### src/rtl/pipe_reg_skid.sv
// Pipeline register with a one-entry skid buffer.
// The design provides a registered in_ready, a one-cycle forward latency and
// full throughput while streaming.
// Optional build macro: PIPE_REG_SKID_PERF_EN adds the stall_cnt and
// bubble_cnt performance counters.
module pipe_reg_skid #(
    parameter int          IR_W   = 32,
    parameter int          PC_W   = 32,
    parameter logic [31:0] NOP_IR = 32'h0000_0000
) (
    input  logic            clk,
    input  logic            reset,
    input  logic            flush,
    input  logic            in_valid,
    output logic            in_ready,
    input  logic [IR_W-1:0] in_ir,
    input  logic [PC_W-1:0] in_pc,
    output logic            out_valid,
    input  logic            out_ready,
    output logic [IR_W-1:0] out_ir,
    output logic [PC_W-1:0] out_pc
`ifdef PIPE_REG_SKID_PERF_EN
    ,
    output logic [15:0]     stall_cnt,
    output logic [15:0]     bubble_cnt
`endif
);

    localparam logic [IR_W-1:0] NOP_W = IR_W'(NOP_IR);

    typedef enum logic [1:0] {
        EMPTY = 2'd0,
        ONE   = 2'd1,
        TWO   = 2'd2
    } state_t;

    // Initializers match the reset values, so the stage is empty before the first reset.
    state_t          state_q    = EMPTY;
    state_t          state_d;
    logic            in_ready_q = 1'b1;
    logic            in_ready_d;
    logic [IR_W-1:0] main_ir_q  = NOP_W;
    logic [IR_W-1:0] main_ir_d;
    logic [PC_W-1:0] main_pc_q  = '0;
    logic [PC_W-1:0] main_pc_d;
    logic            main_vld_q = 1'b0;
    logic            main_vld_d;
    logic [IR_W-1:0] skid_ir_q  = NOP_W;
    logic [IR_W-1:0] skid_ir_d;
    logic [PC_W-1:0] skid_pc_q  = '0;
    logic [PC_W-1:0] skid_pc_d;
    logic            skid_vld_q = 1'b0;
    logic            skid_vld_d;

    logic accept;
    logic complete;

    assign accept   = in_valid & in_ready_q;
    assign complete = main_vld_q & out_ready;

    // Next-state logic: occupancy FSM plus main/skid register loads.
    always_comb begin
        state_d    = state_q;
        main_ir_d  = main_ir_q;
        main_pc_d  = main_pc_q;
        main_vld_d = main_vld_q;
        skid_ir_d  = skid_ir_q;
        skid_pc_d  = skid_pc_q;
        skid_vld_d = skid_vld_q;

        case (state_q)
            EMPTY: begin
                if (accept) begin
                    main_ir_d  = in_ir;
                    main_pc_d  = in_pc;
                    main_vld_d = 1'b1;
                    state_d    = ONE;
                end
            end
            ONE: begin
                if (accept && complete) begin
                    main_ir_d = in_ir;
                    main_pc_d = in_pc;
                end else if (accept) begin
                    skid_ir_d  = in_ir;
                    skid_pc_d  = in_pc;
                    skid_vld_d = 1'b1;
                    state_d    = TWO;
                end else if (complete) begin
                    // Park NOP/0 in main so the idle outputs need no mux.
                    main_ir_d  = NOP_W;
                    main_pc_d  = '0;
                    main_vld_d = 1'b0;
                    state_d    = EMPTY;
                end
            end
            TWO: begin
                // in_ready is low here, so only a completion can occur.
                if (complete) begin
                    main_ir_d  = skid_ir_q;
                    main_pc_d  = skid_pc_q;
                    main_vld_d = skid_vld_q;
                    skid_ir_d  = NOP_W;
                    skid_pc_d  = '0;
                    skid_vld_d = 1'b0;
                    state_d    = ONE;
                end
            end
            default: state_d = EMPTY;
        endcase

        // Flush overrides any same-cycle accept or completion.
        if (flush) begin
            main_ir_d  = NOP_W;
            main_pc_d  = '0;
            main_vld_d = 1'b0;
            skid_ir_d  = NOP_W;
            skid_pc_d  = '0;
            skid_vld_d = 1'b0;
            state_d    = EMPTY;
        end

        in_ready_d = (state_d != TWO);
    end

    // State and storage registers; reset has priority over flush and the handshakes.
    always_ff @(posedge clk) begin
        if (reset) begin
            state_q    <= EMPTY;
            in_ready_q <= 1'b1;
            main_ir_q  <= NOP_W;
            main_pc_q  <= '0;
            main_vld_q <= 1'b0;
            skid_ir_q  <= NOP_W;
            skid_pc_q  <= '0;
            skid_vld_q <= 1'b0;
        end else begin
            state_q    <= state_d;
            in_ready_q <= in_ready_d;
            main_ir_q  <= main_ir_d;
            main_pc_q  <= main_pc_d;
            main_vld_q <= main_vld_d;
            skid_ir_q  <= skid_ir_d;
            skid_pc_q  <= skid_pc_d;
            skid_vld_q <= skid_vld_d;
        end
    end

    assign in_ready  = in_ready_q;
    assign out_valid = main_vld_q;
    assign out_ir    = main_ir_q;
    assign out_pc    = main_pc_q;

`ifdef PIPE_REG_SKID_PERF_EN
    logic [15:0] stall_cnt_q  = '0;
    logic [15:0] bubble_cnt_q = '0;

    // Saturating stall/bubble counters; cleared by reset only, never by flush.
    always_ff @(posedge clk) begin
        if (reset) begin
            stall_cnt_q  <= '0;
            bubble_cnt_q <= '0;
        end else begin
            if (main_vld_q && !out_ready && stall_cnt_q != 16'hFFFF)
                stall_cnt_q <= stall_cnt_q + 16'd1;
            if (!main_vld_q && bubble_cnt_q != 16'hFFFF)
                bubble_cnt_q <= bubble_cnt_q + 16'd1;
        end
    end

    assign stall_cnt  = stall_cnt_q;
    assign bubble_cnt = bubble_cnt_q;
`endif

endmodule

### config.mk
export PLATFORM = sky130hd
export DESIGN_NAME = pipe_reg_skid
export DESIGN_NICKNAME = d
export VERILOG_FILES = /design/src/rtl/pipe_reg_skid.sv
export SDC_FILE = /design/constraint.sdc
export NUM_CORES = 1
export LEC_CHECK = 0
export BUFFER_PORTS_ARGS = -buffer_cell sky130_fd_sc_hd__buf_2
export CAP_MARGIN = 30
export CORE_MARGIN = 2
export CORE_UTILIZATION = 50
export DETAILED_ROUTE_END_ITERATION = 16
export PLACE_DENSITY = 0.79
export SETUP_SLACK_MARGIN = 0.02
export SYNTH_ARGS = -nofsm -noshare
export SYNTH_HDL_FRONTEND = slang
export SYNTH_SLANG_ARGS = --single-unit
### constraint.sdc
create_clock -name clk -period 2.4 [get_ports clk]
set_clock_uncertainty 0.1 [all_clocks]
set_input_delay 0.48 -clock clk [delete_from_list [all_inputs] [get_ports clk]]
set_output_delay 0.48 -clock clk [all_outputs]
set_load 0.005 [all_outputs]
==> results.yml <==
synth:
  ys_seq_area_frac: 0.491
  synth_top_family_by_area: "compound AO/OA/AOI/OAI gates"
  ys.flop_type: "dfxtp_1"
  netlist.area_leader.share: 0.491
  synthCells: 548
  synth.avg_cell_area_um2: 9.89
  syn_area_um2: 5420
  async_flop_share: 0
  synth-compound-area-share: 0.269
  syn_nets: 622
  yosys.area_share.adder: 0.0115
  synth_mux_area_frac: 0.00185
  synth_edf_count: 0
  synthSimpleGateAreaFrac: 0.163
  yosysUniqueCellTypes: 31
  yosys_warnings: 0
  synth_xor_area_frac: 0.00162
  synth_area_leaders: "dfxtp_1, a221oi_2, nor2_1, a22oi_1, nor3_1"
  ys_ff_latch: 133
  yosysTopAreaCell: "dfxtp_1"
place:
  hpwl_um: 8830
  globalplace.congestion: 0.839
  portBuffers: 134
die:
  fp.dieW_um: 108
  core_area_um2: 10700
  start_util: 0.507
  row_count: 38
  die_area_um2: 11700
  io_pins: 135
  fp.dieH_um: 108
global_routing:
  grt_max_degree: 51
  grt_pass1_vias: 4753
  overflow: 0
  grt_pass1_wl_um: 22400
  antenna_found_initial: 0
  grt_usage: 0.242
clock_tree:
  holdBufCountCts: 0
  clk_pin_slew_worst_paths_ns: 0.06
  cts_buffer_depth: 2
  cts_max_level: 4
  clock_sinks: 133
  cts_buffers: 17
  clockRootBuffer: "clkbuf_8"
  cts_tree: "yes"
  clock_latency_ns: 0.51
power:
  ir_drop_v: 0.000529
  leakagePower_nw: 2.77
  total_power_mw: 5.63
  p_per_area_nw_per_um2: 820
worst_setup_path:
  worstSetupPathType: "register to register"
  critPathCaptureType: "register"
  cp_max_fo: 14
  timing.rr.end: "out_ir[26]"
  crit_required_ns: 2.69
  worstPathArrival_ns: 2.58
  r2r_start: "state_q[1]"
  reg2regPathDepth: 7
  r2r_setup_slack_ns: 0.11
  cp-start-kind: "register"
route:
  drtIter0Drc: 354
  viasPerCell: 5.87
  antenna_left: 0
  first_pass_iters: 6
  num_vias: 4797
  wl_um: 13900
  wl_per_cell_um: 17.0
  post-route-drc-count: 0
finish:
  drive_gt1_frac: 0.359
  final-seq-area_um2: 2660
  diodes: 0
  multi_input_area_um2: 2450
  fillers: 818
  num-nets-final: 739
  area_growth_pct: 26.6
worst_hold_path:
  min_path_cells: 2
  hold_class: "input pin to register"
  min_from: "reset"
  worstHoldEndpoint: "state_q[0]"
sta:
  layout_worst_path_cycle_share: 0.953
  hold_viol_final: 0
  max-slew-margin-rel: 0.737
  rsz0062_at_grt: "false"
  drv_slew: 0
  max_freq_mhz: 437
  setup_viol: 0
  worstMarginPinSlew_ns: 0.394
  finalSetupTns_ns: 0
  min_period_ns: 2.29
job:
  drv_cap: 0
status:
  outcome: "completed"
-- worst max path at each step --
stage,from,endpoint
floorplan,state_q[0],out_ir[31]
global placement,state_q[1],out_ir[27]
detailed placement,state_q[0],out_ir[26]
CTS,state_q[0],out_ir[26]
global route,state_q[1],out_pc[6]
finish,state_q[1],out_ir[26]
-- synth_stat cells, types with 2 or more instances --
| cell type | n |
|---|---|
| dfxtp_1 | 133 |
| nor2_1 | 129 |
| nor3_1 | 65 |
| a22oi_1 | 64 |
| a221oi_2 | 49 |
| buf_2 | 23 |
| clkbuf_1 | 20 |
| a221oi_1 | 15 |
| buf_6 | 11 |
| ha_1 | 5 |
| nand3_1 | 5 |
| a21oi_1 | 3 |
| inv_1 | 3 |
| nand2_1 | 3 |
| and2_1 | 2 |
| o21ai_0 | 2 |
| o31ai_1 | 2 |
-- where the power goes --
| part | switching (mW) | internal, mW | leakage [nW] |
|---|---|---|---|
| logic | 0.382 | 0.303 | 1.40 |
| registers | 0.0436 | 2.29 | 1.08 |
| clock network | 0.938 | 1.68 | 0.287 |
-- sequential cells by signal, summed over array words and instances, names as in the netlist --
name / cells
skid_pc_q: 32
out_valid: 1
skid_vld_q: 1
skid_ir_q: 32
out_pc: 32
out_ir: 32
in_ready: 1
state_q: 2
-- cells in the final DEF, fill, tap and decap left out, drive strengths merged --
cell type	Yosys	final
o21ai	3	3
nor2	129	129
a22oi	64	64
xnor2	1	1
or3	1	1
a2111oi	1	1
o31ai	2	2
a221oi	64	64
and2	2	2
buf	35	154
dfxtp	133	133
a21boi	1	1
a2bb2oi	2	2
nand2	3	3
nor3	65	65
inv	3	3
or2	1	1
clkbuf	21	18
a21oi	3	3
mux2i	1	1
clkinv	0	6
clkinvlp	0	3
nor4	1	1
ha	5	5
nand3	5	5
a31oi	1	1
bufinv	0	4
and3	1	1
-- cell families after synthesis --
logic type      after synthesis
simple gates                208
compound gates              141
flops                       133
buf+inv                      59
fa+ha+maj                     5
xor+xnor                      1
mux                           1
-- critical path, stage by stage, from the launching register on --
cell and delay [ns]:
dfxtp_1 0.41, inv_1 0.10, ha_1 0.30, a2bb2oi_2 0.21, or3_4 0.49, buf_4 0.25, a221oi_2 0.20, nor3_1 0.10
-- stage by stage --
stage	cells	hold slack, ns	utilization	setup WS, ns	cell area, µm²
finish	817	0.0667	0.642	0.112	6870
global route	817	0.0603	0.642	0.00688	6870
CTS	813	0.0718	0.639	0.136	6830
detailed placement	782	0.376	0.583	0.148	6230
global placement	782	0.371	0.583	0.255	6230
floorplan	548	0.357	-	0.463	5420
-- layer usage --
metal  wire length [µm]  track usage  part of all wire  up-vias
met5                  0            0                 0        -
met4                204       0.0943             0.015        0
met3               1010       0.0669             0.073       20
met2               6940        0.406              0.50      189
met1               5770        0.295              0.41     2318
li1                   -            -                 -     2270
-- area by class of cell --
class | instances | share of cell area
clock buffer | 18 | 0.0609
clock inverter | 13 | 0.0268
inverter | 3 | 0.00164
multi-input combinational | 356 | 0.358
sequential | 133 | 0.388
tap | 140 | 0.0255
timing repair buffer | 154 | 0.140
-- timing repair --
action,CTS,global route
setup buffers,0,4
resized for setup,0,1
setup endpoints to repair,0,1
Note: power is estimated with default switching activity, not from simulation.
